<file path="src/rtl/sysid_info_regs_pkg.sv">
// sysid_info_regs: shared word map and CTRL/STATUS bit layout.
// Imported by the interface, the uptime counter and the top level.
package sysid_pkg;

  localparam logic [2:0] SYSID_A   = 3'd0;
  localparam logic [2:0] TSTAMP_A  = 3'd1;
  localparam logic [2:0] VERSION_A = 3'd2;
  localparam logic [2:0] SCRATCH_A = 3'd3;
  localparam logic [2:0] UPLO_A    = 3'd4;
  localparam logic [2:0] UPHI_A    = 3'd5;
  localparam logic [2:0] CTRL_A    = 3'd6;
  localparam logic [2:0] STATUS_A  = 3'd7;

  localparam int CTRL_EN_B   = 0;
  localparam int CTRL_CLR_B  = 1;
  localparam int STATUS_SV_B = 0;

  localparam logic CTRL_EN_RST = 1'b1;

endpackage

</file>
<file path="src/rtl/sysid_info_regs_if.sv">
// sysid_info_regs: Avalon-MM slave bus bundle.
// The master drives strobes, the slave returns registered read data.
interface sysid_info_regs_if #(
  parameter int ADDR_W = 3
);

  logic [ADDR_W-1:0] address;
  logic              read;
  logic              write;
  logic [31:0]       writedata;
  logic [3:0]        byteenable;
  logic [31:0]       readdata;
  logic              readdatavalid;

  modport master (
    output address, read, write,
    output writedata, byteenable,
    input  readdata, readdatavalid
  );

  modport slave (
    input  address, read, write,
    input  writedata, byteenable,
    output readdata, readdatavalid
  );

endinterface

</file>
<file path="src/rtl/sysid_info_regs_uptime.sv">
// sysid_info_regs: prescaled free-running uptime counter
// with EN/CLR control and an atomic high-word snapshot.
module sysid_uptime_counter
  import sysid_pkg::*;
#(
  parameter int CNT_W    = 64,
  parameter int TICK_DIV = 50
) (
  input  logic             clock,
  input  logic             reset_n,
  input  logic             ctrl_we,
  input  logic             ctrl_en,
  input  logic             ctrl_clr,
  input  logic             snap_req,
  input  logic             snap_ack,
  output logic             en,
  output logic [CNT_W-1:0] cnt,
  output logic [31:0]      snap,
  output logic             snap_valid
);

  localparam int PW = (TICK_DIV > 1) ? $clog2(TICK_DIV) : 1;

  logic [PW-1:0] pre;
  logic          tick;
  logic          clr;

  assign tick = en && (pre == PW'(TICK_DIV - 1));
  assign clr  = ctrl_we && ctrl_clr;

  // prescaler and counter; a clear beats a coincident tick
  always_ff @(posedge clock) begin
    if (!reset_n) begin
      pre <= '0;
      cnt <= '0;
      en  <= CTRL_EN_RST;
    end else begin
      if (ctrl_we) en <= ctrl_en;
      if (clr) begin
        pre <= '0;
        cnt <= '0;
      end else if (tick) begin
        pre <= '0;
        cnt <= cnt + CNT_W'(1);
      end else if (en) begin
        pre <= pre + PW'(1);
      end
    end
  end

  // high word captured with the same edge that returns the low word
  always_ff @(posedge clock) begin
    if (!reset_n) begin
      snap       <= '0;
      snap_valid <= 1'b0;
    end else if (snap_req) begin
      snap       <= 32'(cnt[CNT_W-1:32]);
      snap_valid <= 1'b1;
    end else if (snap_ack || clr) begin
      snap_valid <= 1'b0;
    end
  end

endmodule

</file>
<file path="src/rtl/sysid_info_regs.sv">
// sysid_info_regs: build-identification register file with
// scratch word, uptime counter and one-cycle registered reads.
module sysid_info_regs
  import sysid_pkg::*;
#(
  parameter logic [31:0] SYSTEM_ID = 32'h6066_6D7A,
  parameter logic [31:0] TIMESTAMP = 32'h0000_0000,
  parameter logic [31:0] VERSION   = 32'h0001_0000,
  parameter int          ADDR_W    = 3,
  parameter int          CNT_W     = 64,
  parameter int          TICK_DIV  = 50
) (
  input logic               clock,
  input logic               reset_n,
  sysid_info_regs_if.slave  bus
);

  logic [31:0]      addr;
  logic [2:0]       word;
  logic             mapped;
  logic             wr_acc;
  logic             scratch_we;
  logic             ctrl_we;
  logic             snap_req;
  logic             snap_ack;
  logic [31:0]      scratch;
  logic [31:0]      rd_mux;
  logic [31:0]      rdata;
  logic             rvalid;
  logic             en;
  logic [CNT_W-1:0] cnt;
  logic [31:0]      snap;
  logic             snap_valid;

  assign addr       = 32'(bus.address[ADDR_W-1:0]);
  assign word       = addr[2:0];
  assign mapped     = addr < 32'd8;
  assign wr_acc     = bus.write && !bus.read && mapped;
  assign scratch_we = wr_acc && word == SCRATCH_A;
  assign ctrl_we    = wr_acc && word == CTRL_A;
  assign snap_req   = bus.read && mapped && word == UPLO_A;
  assign snap_ack   = bus.read && mapped && word == UPHI_A;

  sysid_uptime_counter #(
    .CNT_W    (CNT_W),
    .TICK_DIV (TICK_DIV)
  ) u_up (
    .clock      (clock),
    .reset_n    (reset_n),
    .ctrl_we    (ctrl_we),
    .ctrl_en    (bus.writedata[CTRL_EN_B]),
    .ctrl_clr   (bus.writedata[CTRL_CLR_B]),
    .snap_req   (snap_req),
    .snap_ack   (snap_ack),
    .en         (en),
    .cnt        (cnt),
    .snap       (snap),
    .snap_valid (snap_valid)
  );

  // software scratch word with per-byte lane enables
  always_ff @(posedge clock) begin
    if (!reset_n) begin
      scratch <= '0;
    end else if (scratch_we) begin
      for (int i = 0; i < 4; i++)
        if (bus.byteenable[i])
          scratch[8*i +: 8] <= bus.writedata[8*i +: 8];
    end
  end

  // read mux; unmapped words return zero
  always_comb begin
    rd_mux = '0;
    if (mapped) begin
      unique case (1'b1)
        word == SYSID_A:   rd_mux = SYSTEM_ID;
        word == TSTAMP_A:  rd_mux = TIMESTAMP;
        word == VERSION_A: rd_mux = VERSION;
        word == SCRATCH_A: rd_mux = scratch;
        word == UPLO_A:    rd_mux = cnt[31:0];
        word == UPHI_A:    rd_mux = snap;
        word == CTRL_A:    rd_mux = {31'd0, en};
        word == STATUS_A:  rd_mux = {31'd0, snap_valid};
        default:           rd_mux = '0;
      endcase
    end
  end

  // registered read return; data held until the next read
  always_ff @(posedge clock) begin
    if (!reset_n) begin
      rdata  <= '0;
      rvalid <= 1'b0;
    end else begin
      rvalid <= bus.read;
      if (bus.read) rdata <= rd_mux;
    end
  end

  assign bus.readdata      = rdata;
  assign bus.readdatavalid = rvalid;

endmodule
</file>
<file path="src/flat_wrapper.sv">
// flat-port wrapper written by rule: the top's interface ports become plain ports
module sysid_info_regs_flat import sysid_pkg::*;
#(
  parameter logic [31:0] SYSTEM_ID = 32'h6066_6D7A,
  parameter logic [31:0] TIMESTAMP = 32'h0000_0000,
  parameter logic [31:0] VERSION   = 32'h0001_0000,
  parameter int          ADDR_W    = 3,
  parameter int          CNT_W     = 64,
  parameter int          TICK_DIV  = 50
)
  (clock, reset_n, bus_address, bus_read, bus_write, bus_writedata, bus_byteenable, bus_readdata, bus_readdatavalid);
  sysid_info_regs_if #(.ADDR_W(ADDR_W)) bus_i ();
  input logic clock;
  input logic reset_n;
  input wire logic [$bits(bus_i.address)-1:0] bus_address;
  input wire logic [$bits(bus_i.read)-1:0] bus_read;
  input wire logic [$bits(bus_i.write)-1:0] bus_write;
  input wire logic [$bits(bus_i.writedata)-1:0] bus_writedata;
  input wire logic [$bits(bus_i.byteenable)-1:0] bus_byteenable;
  output wire logic [$bits(bus_i.readdata)-1:0] bus_readdata;
  output wire logic [$bits(bus_i.readdatavalid)-1:0] bus_readdatavalid;
  assign bus_i.address = bus_address;
  assign bus_i.read = bus_read;
  assign bus_i.write = bus_write;
  assign bus_i.writedata = bus_writedata;
  assign bus_i.byteenable = bus_byteenable;
  assign bus_readdata = bus_i.readdata;
  assign bus_readdatavalid = bus_i.readdatavalid;
  sysid_info_regs #(.SYSTEM_ID(SYSTEM_ID), .TIMESTAMP(TIMESTAMP), .VERSION(VERSION), .ADDR_W(ADDR_W), .CNT_W(CNT_W), .TICK_DIV(TICK_DIV)) u_core (.clock(clock), .reset_n(reset_n), .bus(bus_i));
endmodule
</file>
<file path="config.mk">
export PLATFORM = sky130hd
export DESIGN_NAME = sysid_info_regs_flat
export DESIGN_NICKNAME = d
export VERILOG_FILES = /design/src/rtl/sysid_info_regs_pkg.sv /design/src/rtl/sysid_info_regs_if.sv /design/src/rtl/sysid_info_regs_uptime.sv /design/src/rtl/sysid_info_regs.sv /design/src/flat_wrapper.sv
export SDC_FILE = /design/constraint.sdc
export NUM_CORES = 1
export LEC_CHECK = 0
export BUFFER_PORTS_ARGS = -buffer_cell sky130_fd_sc_hd__buf_2
export CAP_MARGIN = 15
export CORE_MARGIN = 5
export CORE_UTILIZATION = 47
export CTS_CLUSTER_SIZE = 25
export DETAILED_ROUTE_END_ITERATION = 7
export PLACE_DENSITY = 0.66
export SYNTH_ARGS = -nofsm -noshare
export SYNTH_HDL_FRONTEND = slang
export SYNTH_SLANG_ARGS = --single-unit
</file>
<file path="constraint.sdc">
create_clock -name clock -period 2.7 [get_ports clock]
set_clock_uncertainty 0.1 [all_clocks]
set_input_delay 0.405 -clock clock [delete_from_list [all_inputs] [get_ports clock]]
set_output_delay 0.405 -clock clock [all_outputs]
set_load 0.02 [all_outputs]
</file>
# ---- Word-level counts from Yosys, hierarchy flattened
# Cells that the tools add are included.
dict set report totals {
  in_bits 43
  elab_cells 45
  regBits 169
  out_inout_bits 33
}
dict set report classes {
  eq_ne 7
  mux 4
  reduce_logical 19
  bitwise_logic 1
  addsub 2
  magnitude_cmp 1
}
# operator count
set ops {}
lappend ops {{32-bit one-hot mux with 7 select lines} 1}
lappend ops {{64-bit by 1-bit adder with 64-bit output (second input constant)} 1}
lappend ops {{32-bit 2-to-1 mux} 1}
lappend ops {{3-bit equality test (second input constant)} 4}
lappend ops {{1-bit logical AND} 9}
lappend ops {{2-bit AND reduction} 4}
lappend ops {{6-bit by 1-bit adder with 6-bit output (second input constant)} 1}
lappend ops {{3-bit by 2-bit equality test with 1-bit output (second input constant)} 2}
lappend ops {{6-bit equality test (second input constant)} 1}
lappend ops {{3-bit by 4-bit < comparator with 1-bit output (second input constant)} 1}
lappend ops {{3-bit logical NOT} 1}
lappend ops {{3-bit OR reduction} 1}
lappend ops {{1-bit 2-to-1 mux} 2}
lappend ops {{2-bit nonzero test} 1}
lappend ops {{2-bit OR reduction} 1}
lappend ops {{1-bit logical NOT} 1}
lappend ops {{1-bit logical OR} 1}
lappend ops {{1-bit NOT} 1}

# ---- Longest topological paths before layout
# Gate-level depths: netlist of run 1.
dict set report logic_depth {
  depth_word 8
  depth_mapped 8
  ltp_nobuf 7
}

# ---- Cells and area by module
# Synthesis of run 1 repeated with hierarchy kept, for this count alone.
dict set report hier_totals {
  hier_cells 872
  area_unflattened_um2 7624.8
}
# mod instances cells_each area_per_inst_um2
set by_module_without_submodules {}
lappend by_module_without_submodules {sysid_uptime_counter 1 513 4650.7}
lappend by_module_without_submodules {sysid_info_regs 1 359 2974.1}

# ---- Worst setup path before layout of run 1
# OpenSTA, ideal clock, no wires.
dict set report synth_path {
  kind {register to register}
  startpoint {reg u_core.u_up.cnt[6]}
  endpoint {reg u_core.u_up.cnt[48]}
  arrival_ps 2225
  n_path_buf 1
  path_slack_ps 305
  period_less_slack_ps 2395
  required_ps 2530
  stages_incl_launch_ff 7
  cell_sequence {dfxtp_1 nand4_4 or4_1 buf_2 or4_4 or4_1 a21oi_1}
}
dict set report synth_via {
  elab_chain_len 1
}
# element line
set synth_rtl {}
lappend synth_rtl {{start, declared} sysid_info_regs_uptime.sv:17} ;# output logic [CNT_W-1:0] cnt,
lappend synth_rtl {{start signal, assigned} sysid_info_regs_uptime.sv:44} ;# cnt <= cnt + CNT_W'(1);
lappend synth_rtl {{64-bit by 1-bit adder with 64-bit output} sysid_info_regs_uptime.sv:44}
# Every way passes these cells.
# A chain may end at the register's enable or synchronous reset.

# ---- Worst setup path after layout of run 1
dict set report layout_path {
  startpoint {reg u_core.u_up.cnt[7]}
  endpoint {reg u_core.u_up.cnt[48]}
}
# Same word-level chain as after synthesis.

==> summary.md, run 1 <==
| Metric | Value |
|---|---|
| H-Tree Depth | `4` |
| Syn. warnings | `0` |
| Register area share after synthesis | `42.6%` |
| Hold path depth | `3` |
| Clk slew on worst S/H paths | `0.07 ns` |
| RSZ-0062 raised after global routing | `no` |
| DR vias/cell | `5.65` |
| Comb pwr share | `5.1%` |
| Layout cell share with drive strength beyond 1 | `15.2%` |
| Reg2Reg Launch Point | `u_core.u_up.cnt[7]` |
| Reg-to-reg slack, setup | `0.23 ns` |
| Number of global-route vias before repair | `6569` |
| CTS max path bufs | `2` |
| Run status | `complete, no violations` |
| Routed vias | `7244` |
| DP Area | `0.00868 mm2` |
| Path depth of the worst reg2reg path | `5` |
| Post-cts repair resize count | `0` |
| First-pass GRT wire length | `34.4 mm` |
| Final setup viols | `0` |
| Top_reg_cell synth | `dfxtp_1` |
| Largest area contributor in the netlist | `dfxtp_1` |
| Power Dens Cells | `578 mW/mm2` |
| Fmax | `0.404 GHz` |
| TritonCTS clock tree | `done` |
| Max Cap Viol | `0` |
| Pleak | `0.00315 uW` |
| Synth top area share | `42.6%` |
| RePlAce Congestion | `0.870` |
| Hold Path Origin | `bus_writedata[3]` |
| Final Cycle Share | `91.6%` |
| Gate Count Post-Synth | `981` |
| Setup CP Type | `reg2reg` |
| Net Sw Frac | `23.3%` |
| Post-route minimum period | `2.47 ns` |
| Syn_nets | `1027` |
| Clock Sink Count | `169` |
| ANT cells | `0` |
| Port-buffer cells | `75` |
| CP startpoint kind | `register` |
| Post-synthesis async set-or-reset flop share | `0%` |
| Sequential Power Share | `46.9%` |
| CP Max Fanout | `6` |
| Syn Std Cell Area | `0.00794 mm2` |
| Total Wirelength | `21.3 mm` |
| Most common cell on crit path | `or4_1` |
| Crit end category | `register` |
| Net load switching power | `1250 uW` |
| Iteration-0 DRC Markers | `453` |
| CORE AREA | `0.0166 mm2` |
| Area Growth Syn to Fin | `17.2%` |
| Cell chain of the critical path | `nand4_4 > or4_1 > or4_4 > or4_1 > a21oi_1` |
| Cts bufs inserted | `17` |
| Setup TNS | `0 ns` |
| #FFs+latches synth | `169` |
| Avg Inst Size Synth | `8.09 um2` |
| Hold Vio Cnt, Final | `0` |
| Cts hold-fix bufs | `0` |
| Fin area | `0.00930 mm2` |
| Crit-path max cell delay | `0.53 ns` |
| Remaining DRCs | `0` |
| Largest cells by area after synthesis | `dfxtp_1 (43%), nand2_1 (6.2%), a21boi_0 (6.1%), a21oi_1 (4.9%), nand3_1 (3.5%)` |
| CP max-delay cell | `or4_1` |
| Peak supply drop | `0.449 mV` |
| CTS root buf | `clkbuf_16` |
| Clk network pwr share | `47.9%` |
| Routed len/inst | `16.6 um` |
| Antenna-violating nets left | `0` |
| Data arrival, critical path | `2.72 ns` |
| Worst R2R End | `u_core.u_up.cnt[48]` |
| Grt total ovfl | `0` |
| GR Util All Layers | `21.3%` |
| Slew Limit Headroom | `58.6%` |
| Die width | `140 um` |
| Largest net degree at the start of global routing | `100` |
| Req. time, crit path | `2.95 ns` |
| Initial Utilization | `47.9%` |
| Clk Latency, worst-skew pair | `0.43 ns` |
| Hold endpoint | `u_core.scratch[3]` |
| DPL Wire Length | `15.3 mm` |
| Final nets | `1095` |
| Die area | `0.0196 mm2` |
| FP Rows | `47` |
| Antenna violations before repair | `0` |
| Hold crit path type | `in2reg` |
| Die Y | `140 um` |
| Post-synth EDFFs | `0` |
| Slew of the pin with the lowest slew margin | `0.622 ns` |
| Drt pass-1 iters | `5` |
| I/O Pins | `76` |
| Pins Over Slew Limit | `0` |
| Internal | `4120 uW` |
| Distinct cells, synth | `49` |
| # Post-CTS Setup Buffers | `0` |
cell usage after synthesis (all sizes together), types with 7 or more instances:
cell and number:
a21boi 64, a21oi 77, a22oi 16, and2 22
buf 7, clkbuf 57, dfxtp 169, inv 27
mux2i 17, nand2 132, nand3 56, nand4 41
nor2 67, nor2b 32, nor3 10, nor4 18
o21ai 28, o22ai 30, or3 22, or4 10
xnor2 17, xor2 21
state kept, by name (all words and copies together) (netlist names):
register                  count
u_core.u_up.cnt              64
u_core.bus.readdata          32
u_core.scratch               32
u_core.u_up.snap             32
u_core.u_up.pre               6
u_core.bus.readdatavalid      1
u_core.u_up.en                1
u_core.u_up.snap_valid        1
kinds of logic after synthesis:
| group | synth area share [%] |
|---|---|
| compound gates | 18.1 |
| fa+ha+maj | 0.473 |
| xor+xnor | 4.19 |
| simple gates | 27.7 |
| buf+inv | 4.62 |
| flops | 42.6 |
| mux | 2.29 |
cells in the final DEF (no fill, tap or decap), drive strengths merged, types with 2 or more instances in the layout:
cell    count
o22ai      30
dfxtp     169
xor2       21
and3        6
ha          3
clkbuf     18
inv        32
or2         3
and2       22
nand3      56
o221ai      2
and4        4
a22oi      16
clkinv      6
nor2       67
o21ai      28
nand4b      2
or4        10
nor4       18
nor3       10
xnor2      17
nor2b      32
bufinv      3
or3        22
nand2     132
nand4      41
o211a       2
a21oi      77
mux2i      17
buf       113
a21boi     64
o31ai       6
nand2b      3
power by group through the flow:
stage	clock network, uW	logic [uW]	registers [uW]
2_1_floorplan	0	165	2590
3_3_place_gp	0	275	2580
3_5_place_dp	0	274	2580
4_1_cts	2610	276	2520
5_1_grt	2730	299	2520
6_report	2580	276	2520
final cells by class:
type,instances,area [um2]
Multi-Input combinational cell,720,4200
Timing Repair Buffer,113,711
Fill cell,1578,7280
Clock buffer,18,439
Clock inverter,14,186
Tap cell,220,275
Inverter,28,105
Sequential cell,169,3380
how the worst max path moves through the flow:
stage	startpoint	to	slack, ns	cells after the start
finish	u_core.u_up.cnt[7]	u_core.u_up.cnt[48]	0.23	5
global route	u_core.u_up.cnt[36]	u_core.u_up.cnt[57]	0.1	5
CTS	u_core.u_up.cnt[7]	u_core.u_up.cnt[48]	0.24	5
detailed placement	u_core.u_up.cnt[36]	u_core.u_up.cnt[57]	0.31	5
global placement	u_core.u_up.cnt[7]	u_core.u_up.cnt[48]	0.34	5
floorplan	u_core.u_up.cnt[6]	u_core.u_up.cnt[48]	0.30	6
worst max-delay path: cells and delay by family, from the launching register on:
kind            cells  cell delay [ns]
compound gates      1             0.18
flops               1             0.46
simple gates        4             1.66
stage by stage:
step	worst slack [ns]	power (uW)	std cells	utilization [%]	hold WS, ns
floorplan	0.305	2750	981	-	0.340
global placement	0.342	2850	1250	52.3	0.349
detailed placement	0.308	2850	1250	52.3	0.356
CTS	0.240	5410	1282	56.1	0.122
global route	0.0966	5550	1282	56.1	0.125
finish	0.227	5370	1282	56.1	0.136
metal layers:
layer  global-route usage [%]  wire length [um]
met1                     31.2             10300
met4                     6.02               306
met3                     4.33              1280
met2                     31.8              9330
met5                        0                 0
No activity file was read; power rests on OpenSTA's default activity.
==> inputs of run 2 (changes only) <==
Settings changed: CTS_CLUSTER_DIAMETER from default to 60.
Clock period 2.7 ns to 2.6 ns, I/O delays scaled along.
==> run 2 against run 1 <==
Die area did not move. Design area rose by 0.31%. Sequential power is 4% higher. Fmax up 3.0%.
==> summary.md, run 2 (synthesis gave the netlist of run 1 again) <==
| Metric | Value |
|---|---|
| Most frequent cells in the layout | `dfxtp_1 (169), nand2_1 (132), a21oi_1 (77), buf_2 (75), nor2_1 (67) (unchanged)` |
| Data arrival, critical path | `2.65 ns (was 2.72 ns)` |
| Reg-to-reg slack, setup | `0.20 ns (was 0.23 ns)` |
| # Post-CTS Setup Buffers | `0 (unchanged)` |
| Layout cell share with drive strength beyond 1 | `16.1% (was 15.2%)` |
| H-Tree Depth | `4 (unchanged)` |
| Hold endpoint | `u_core.scratch[4] (was u_core.scratch[3])` |
| Register area | `0.00338 mm2 (unchanged)` |
| Initial Utilization | `47.9% (unchanged)` |
| Fmax | `0.417 GHz (was 0.404 GHz)` |
| RSZ-0062 raised after global routing | `no (unchanged)` |
| Hold Path Origin | `bus_writedata[4] (was bus_writedata[3])` |
| Pins Over Slew Limit | `0 (unchanged)` |
| Cts hold-fix bufs | `0 (unchanged)` |
| Antenna violations before repair | `0 (unchanged)` |
| Slew Limit Headroom | `56.1% (was 58.6%)` |
| CP Max Fanout | `6 (unchanged)` |
| Run status | `complete, no violations (unchanged)` |
| Antenna-violating nets left | `0 (unchanged)` |
| Commonest non-fill, non-tap cell in the layout | `dfxtp_1 (unchanged)` |
| Routed vias | `7241 (was 7244)` |
| Clock Sink Count | `169 (unchanged)` |
| Hold path depth | `3 (unchanged)` |
| Hold crit path type | `in2reg (unchanged)` |
| Number of global-route vias before repair | `6649 (was 6569)` |
| Max reg flops | `64 (unchanged)` |
| Iteration-0 DRC Markers | `614 (was 453)` |
| Final nets | `1107 (was 1095)` |
| Max Cap Viol | `0 (unchanged)` |
| Final setup viols | `0 (unchanged)` |
| CORE AREA | `0.0166 mm2 (unchanged)` |
| Largest net degree at the start of global routing | `100 (unchanged)` |
| Post-route minimum period | `2.40 ns (was 2.47 ns)` |
| I/O Pins | `76 (unchanged)` |
| Req. time, crit path | `2.85 ns (was 2.95 ns)` |
| Power Dens Cells | `575 mW/mm2 (was 578 mW/mm2)` |
| Final Cycle Share | `92.3% (was 91.6%)` |
| Cts bufs inserted | `17 (unchanged)` |
| Slew of the pin with the lowest slew margin | `0.658 ns (was 0.622 ns)` |
| Clk slew on worst S/H paths | `0.07 ns (about the same)` |
| Setup TNS | `0 ns (unchanged)` |
| Routed len/inst | `16.7 um (was 16.6 um)` |
| CTS root buf | `clkbuf_16 (unchanged)` |
| Total Wirelength | `21.6 mm (was 21.3 mm)` |
| Path depth of the worst reg2reg path | `5 (unchanged)` |
| Peak supply drop | `0.504 mV (was 0.449 mV)` |
| DPL Wire Length | `15.5 mm (was 15.3 mm)` |
| Setup CP Type | `reg2reg (unchanged)` |
| Crit end category | `register (unchanged)` |
| GR Util All Layers | `21.9% (was 21.3%)` |
| DR vias/cell | `5.60 (was 5.65)` |
| CP startpoint kind | `register (unchanged)` |
| RePlAce Congestion | `0.886 (was 0.870)` |
| Multi-input gate area | `0.00420 mm2 (unchanged)` |
| Remaining DRCs | `0 (unchanged)` |
| FP Rows | `47 (unchanged)` |
| Register name with the most flops | `u_core.u_up.cnt (unchanged)` |
| ANT cells | `0 (unchanged)` |
| Port-buffer cells | `75 (unchanged)` |
| Area Growth Syn to Fin | `17.6% (was 17.2%)` |
| # fillers | `1587 (was 1578)` |
| Post-cts repair resize count | `0 (unchanged)` |
| Worst R2R End | `u_core.u_up.cnt[48] (unchanged)` |
| Finished Layout Cells | `1294 (was 1282)` |
| Placed Cells | `1262 (was 1250)` |
| Clk Latency, worst-skew pair | `0.43 ns (about the same)` |
| Die Y | `140 um (unchanged)` |
| CTS max path bufs | `2 (unchanged)` |
| Die area | `0.0196 mm2 (unchanged)` |
| Drt pass-1 iters | `7 (was 5)` |
| Die width | `140 um (unchanged)` |
| TritonCTS clock tree | `done (unchanged)` |
| Reg2Reg Launch Point | `u_core.u_up.cnt[7] (unchanged)` |
| Pleak | `0.00317 uW (was 0.00315 uW)` |
| First-pass GRT wire length | `35.3 mm (was 34.4 mm)` |
| Grt total ovfl | `0 (unchanged)` |
| Hold Vio Cnt, Final | `0 (unchanged)` |
run 2: cell count changes in the layout (fill, tap and decap cells not counted):
| cell | change |
|---|---|
| inv_6 | -1 |
| buf_4 | +13 |
| clkinv_4 | -2 |
| bufinv_16 | -2 |
| buf_12 | -1 |
| clkinvlp_4 | +5 |
run 2: how the worst max path moves through the flow:
stage | end | depth (start not counted) | start | slack (ns)
floorplan | u_core.u_up.cnt[48] | 6 | u_core.u_up.cnt[6] | 0.20
global placement | u_core.u_up.cnt[48] | 5 | u_core.u_up.cnt[7] | 0.26
detailed placement | u_core.u_up.cnt[48] | 5 | u_core.u_up.cnt[7] | 0.23
CTS | u_core.u_up.cnt[48] | 5 | u_core.u_up.cnt[7] | 0.21
global route | u_core.u_up.cnt[57] | 5 | u_core.u_up.cnt[38] | 0.04
finish | u_core.u_up.cnt[48] | 5 | u_core.u_up.cnt[7] | 0.20
run 2: metrics by stage:
step	utilization, %	worst slack, ns	hold slack (ns)	power, uW	instance area, um2
2_1_floorplan	-	0.205	0.340	2860	7940
3_3_place_gp	52.8	0.258	0.350	2960	8750
3_5_place_dp	52.8	0.229	0.357	2960	8750
4_1_cts	56.3	0.211	0.104	5410	9330
5_1_grt	56.3	0.0381	0.117	5550	9330
6_report	56.3	0.200	0.123	5370	9330
run 2: routing by layer:
layer / share of wire, % / GRT usage (%) / up-vias
li1: - / - / 3633
met3: 6.8 / 4.33 / 25
met1: 49 / 32.3 / 3358
met4: 1.4 / 6.32 / 0
met5: 0 / 0 / -
met2: 43 / 32.4 / 225
run 2: layout make-up:
| type | count | area share [%] |
|---|---|---|
| clock buffers | 18 | 4.71 |
| flip-flops and latches | 169 | 36.3 |
| clock inverters | 14 | 1.47 |
| inverters | 28 | 1.13 |
| repair buffers | 125 | 8.45 |
| multi-input cells | 720 | 45.0 |
| well taps | 220 | 2.95 |
run 2: worst max-delay path, cell delays in order (launching register included):
cell	delay, ns
dfxtp_1	0.45
nand4_4	0.17
or4_1	0.52
or4_4	0.46
or4_1	0.48
a21oi_1	0.15
run 2: where the power goes:
part           switching (uW)  leakage, uW  total (uW)  internal, uW
clock network            1100     0.000265        2460          1360
registers                13.0      0.00136        2620          2610
logic                     179      0.00154         286           107
total                    1290      0.00317        5370          4080
